[config.mk]
export PLATFORM = sky130hd
export DESIGN_NAME = rt_ibex_pcs_restore_wb
export DESIGN_NICKNAME = d
export VERILOG_FILES = /design/src/rtl/rt_ibex_pcs_restore_wb.sv
export SDC_FILE = /design/constraint.sdc
export NUM_CORES = 1
export LEC_CHECK = 0
export CORE_ASPECT_RATIO = 0.7
export CORE_MARGIN = 2
export CORE_UTILIZATION = 49
export DETAILED_ROUTE_END_ITERATION = 10
export PLACE_DENSITY = 0.81
export SYNTH_ARGS = -nofsm -noshare
export SYNTH_HDL_FRONTEND = slang
export SYNTH_SLANG_ARGS = --single-unit
[constraint.sdc]
create_clock -name clk_i -period 1.98 [get_ports clk_i]
set_clock_uncertainty 0.05 [all_clocks]
set_input_delay 0.297 -clock clk_i [delete_from_list [all_inputs] [get_ports clk_i]]
set_output_delay 0.297 -clock clk_i [all_outputs]
set_load 0.1 [all_outputs]
[src/rtl/rt_ibex_pcs_restore_wb.sv]
// Writeback sequencer behind the PCS LIFO: replays a popped context into the
// register file one slot per cycle, sharing the write port with core writeback.
module rt_ibex_pcs_restore_wb #(
  parameter int unsigned NrSavedRegs = 9,
  parameter int unsigned DataWidth   = 32,
  parameter int unsigned AddrWidth   = 5,
  parameter logic [NrSavedRegs-1:0][AddrWidth-1:0] SavedRegAddr =
    {5'd14, 5'd13, 5'd12, 5'd11, 5'd10, 5'd7, 5'd6, 5'd5, 5'd1}
) (
  input  logic                             clk_i,
  input  logic                             rst_ni,
  input  logic                             restore_en_i,
  input  logic [NrSavedRegs*DataWidth-1:0] restore_data_i,
  input  logic                             core_we_i,
  input  logic [AddrWidth-1:0]             core_waddr_i,
  input  logic [DataWidth-1:0]             core_wdata_i,
  output logic                             rf_we_o,
  output logic [AddrWidth-1:0]             rf_waddr_o,
  output logic [DataWidth-1:0]             rf_wdata_o,
  output logic                             stall_o,
  output logic                             busy_o,
  output logic                             done_o,
  output logic                             overlap_err_o
);

  localparam int unsigned CntW = (NrSavedRegs > 1) ? $clog2(NrSavedRegs) : 1;
  localparam logic [CntW-1:0] LastSlot = CntW'(NrSavedRegs - 1);

  typedef enum logic [1:0] {
    IDLE  = 2'd0,
    WRITE = 2'd1,
    DONE  = 2'd2
  } state_e;

  state_e                                state_q, state_d;
  logic [CntW-1:0]                       cnt_q, cnt_d;
  logic [NrSavedRegs-1:0][DataWidth-1:0] ctx_q;
  logic                                  capture;
  logic [AddrWidth-1:0]                  slot_addr;
  logic [DataWidth-1:0]                  slot_data;

  assign slot_addr = SavedRegAddr[cnt_q];
  assign slot_data = ctx_q[cnt_q];

  // Next state and write-port mux; the core owns the port unless a slot issues
  always_comb begin
    state_d    = state_q;
    cnt_d      = cnt_q;
    capture    = 1'b0;
    done_o     = 1'b0;
    rf_we_o    = core_we_i;
    rf_waddr_o = core_waddr_i;
    rf_wdata_o = core_wdata_i;
    unique case (state_q)
      IDLE: begin
        if (restore_en_i) begin
          capture = 1'b1;
          cnt_d   = '0;
          state_d = WRITE;
        end
      end
      WRITE: begin
        if (!core_we_i) begin
          // x0 slots still consume a cycle but never assert the write enable
          rf_we_o    = (slot_addr != '0);
          rf_waddr_o = slot_addr;
          rf_wdata_o = slot_data;
          if (cnt_q == LastSlot) begin
            cnt_d   = '0;
            state_d = DONE;
          end else begin
            cnt_d = cnt_q + 1'b1;
          end
        end
      end
      DONE: begin
        done_o  = 1'b1;
        state_d = IDLE;
      end
      default: state_d = IDLE;
    endcase
  end

  assign busy_o        = (state_q != IDLE);
  assign stall_o       = restore_en_i | (state_q == WRITE);
  assign overlap_err_o = restore_en_i & busy_o;

  always_ff @(posedge clk_i or negedge rst_ni) begin
    if (!rst_ni) begin
      state_q <= IDLE;
      cnt_q   <= '0;
      ctx_q   <= '0;
    end else begin
      state_q <= state_d;
      cnt_q   <= cnt_d;
      if (capture) begin
        ctx_q <= restore_data_i;
      end
    end
  end

endmodule

==> impl_metrics.ini <==
[power]
switching_share = 0.399
pwr-share-seq = 0.291
power_frac_comb = 0.558
clockPowerShare = 0.150
peakVddDrop_v = 0.00150
p_leak_nw = 8.59
power.density_nw_per_um2 = 1750
net-switching-power_mw = 14.9
intPower_mw = 22.4

[sta]
finalWorstSetupSlack_ps = -697
hold_violations = 0
max_freq_ghz = 0.374
worstMarginPinSlew_ps = 498
slew-limit-headroom = 0.668
slew_viol_final = 0
rsz0062_at_grt = true
setup_viol = 38
period_needed_ps = 2680
finalCritPeriodShare = 1.35

[grt]
antenna_found_initial = 6
track_usage = 0.294
grt_overflow = 0
grt_pass1_wl_um = 64300
first_global_vias = 10842
grt_max_degree = 54

[synth]
ys.flop_type = dfrtp_1
synth_common_cells = 294 x dfrtp_1, 288 x mux2_2, 65 x mux2i_1
synth_top_area_frac = 0.530
yosysUniqueCellTypes = 39
yosysWarnings = 0
synthCells = 966
synth.area.top_cells = dfrtp_1 53%, mux2_2 23%, mux4_2 5.2%
ys_seq_area_frac = 0.530
synth_edf_count = 0
synth.avg_cell_area_um2 = 14.4
synth.most_common_cell = dfrtp_1
yosysTopAreaCell = dfrtp_1
synth.cell_area_um2 = 13900
async_flop_share = 1.00
ys_ff_latch = 294
syn_nets = 1300

[drt]
wl_per_cell_um = 25.4
wirelength_um = 45800
drt-initial-drc-count = 425
wl_met1_um = 18700
wl_met3_um = 3290
num_vias = 10101
drc = 0
drt_first_pass_iters = 4
top_layer_used = met5
wl_met2_um = 22600
via_per_inst = 5.60
ant_nets = 0

[clocking]
clk_latency_ps = 560
clock_sinks = 294
root_buffer = clkbuf_16
cts_made_buffers = 29
cts_tree = yes
clkTransAtPathRegs_ps = 70
ctsHtreeMaxLevel = 1
clockBufferDepth = 3

[setup_path]
cp.required_ps = 1630
worstSetupPathType = register to output port
reg2reg_to = ctx_q[35]$_DFFE_PN0P_
ff2ff_path_depth = 5
cp-end-kind = output port
start_kind = register
worst-path-max-fanout = 7
rr_startpoint = state_q[0]$_DFFE_PN0P_
r2r_slack_ps = 20
critPathArrivalTime_ps = 2330

[place]
place_ws_ps = -276
place_congestion = 0.864
dpl.hpwl_um = 32200
port_buffers = 370
dpl-instance-area_um2 = 19400

[floorplan]
die_w_um = 205
coreArea_um2 = 27800
dieArea_um2 = 29700
start_util = 0.499
rows = 51
io_pins = 371
die_y_um = 145

[layout]
fin_nets = 1740
drive_above_1_share = 0.460
design_area_um2 = 21400
utilization = 0.768
area_delta_synth_final_pct = 54.0

[status]
violations = negative setup slack
status = finished with violations

[hold_path]
hold_path_class = input port to asynchronous set/reset pin

[job]
maxCapViolCount = 0
## repair_timing
| action | 4_1_cts | 5_1_grt |
|---|---|---|
| resized for setup | 72 | 56 |
| buffers inserted | 8 | 11 |
| setup endpoints to repair | 44 | 42 |
| pin swaps | 15 | 39 |
| cloned | 3 | 12 |
| endpoints found under the hold margin | 59 | 0 |
| hold buffers | 1 | 0 |
## power by group through the flow
| stage | clock (mW) | combinational (mW) | sequential, mW |
|---|---|---|---|
| floorplan | 0 | 13.1 | 10.2 |
| global placement | 0 | 18.3 | 10.6 |
| CTS | 5.71 | 19.7 | 10.8 |
| finish | 5.61 | 20.8 | 10.9 |
| detailed placement | 0 | 18.6 | 10.8 |
| global route | 5.96 | 21.7 | 11.2 |
## critical path: stages, from the launching register on
cell,delay [ps]
dfrtp_4,560
nor4b_4,310
buf_6,180
buf_12,110
buf_12,120
a21oi_2,70
a31oi_4,200
buf_12,190
## layout make-up
| class | instances | area (um2) |
|---|---|---|
| Inverter | 6 | 35.0 |
| Antenna cell | 5 | 12.5 |
| Sequential cell | 294 | 7370 |
| Clock buffer | 44 | 862 |
| Fill cell | 1645 | 6460 |
| Tap cell | 371 | 464 |
| Timing Repair Buffer | 477 | 5600 |
| Clock inverter | 10 | 109 |
| Multi-Input combinational cell | 598 | 6920 |
## kinds of logic after synthesis
kind of cell / share of synthesized area
adders and majority gates: 0.00451
AOI/OAI and AO/OA: 0.0545
and+or+nand+nor: 0.0309
DFF: 0.530
muxes: 0.333
buffers and inverters: 0.0473
## how the worst max path moves through the flow
stage                                 startpoint              to  slack [ps]
final                       cnt_q[1]$_DFFE_PN0P_   rf_wdata_o[7]        -700
after global routing        cnt_q[2]$_DFFE_PN0P_   rf_wdata_o[7]        -790
after CTS                   cnt_q[1]$_DFFE_PN0P_  rf_wdata_o[21]        -700
after detailed placement               core_we_i  rf_wdata_o[19]        -280
after global placement                 core_we_i   rf_wdata_o[9]        -230
after floorplan           state_q[1]$_DFFE_PN0P_   rf_waddr_o[0]        -290
## stage by stage
step,setup TNS [ps],hold WS [ps],total power [mW],cells
2_1_floorplan,-7670,-48.6,23.3,966
3_3_place_gp,-37590,215,28.9,1715
3_5_place_dp,-38500,219,29.4,1715
4_1_cts,-24250,220,36.2,1780
5_1_grt,-26270,250,38.9,1803
6_report,-23480,233,37.3,1805
## flip-flops by register name, indices dropped and copies added, names as in the netlist
register and cells:
state_q 2, cnt_q 4, ctx_q 288
## routing by layer
metal,vias to the layer above,track usage
met2,347,0.496
met5,-,0
met3,69,0.0784
li1,4446,-
met1,5237,0.376
met4,2,0.0848
## cells in the final DEF (no fill, tap or decap), types with 8 or more instances in the layout
cell type,Yosys,routed
nand2_1,43,11
a31oi_4,0,33
nor2_1,40,37
nand2_4,0,8
clkdlybuf4s50_1,0,327
a21oi_2,2,11
mux2i_1,65,61
nand2_2,1,24
buf_12,2,69
clkbuf_16,0,39
buf_6,28,13
mux4_2,32,32
dfrtp_1,294,289
a21oi_4,0,20
o22a_1,32,22
mux2_2,288,288
o22a_2,0,10
clkbuf_8,9,8
buf_4,4,49
Note: power is estimated with default switching activity, not from simulation.
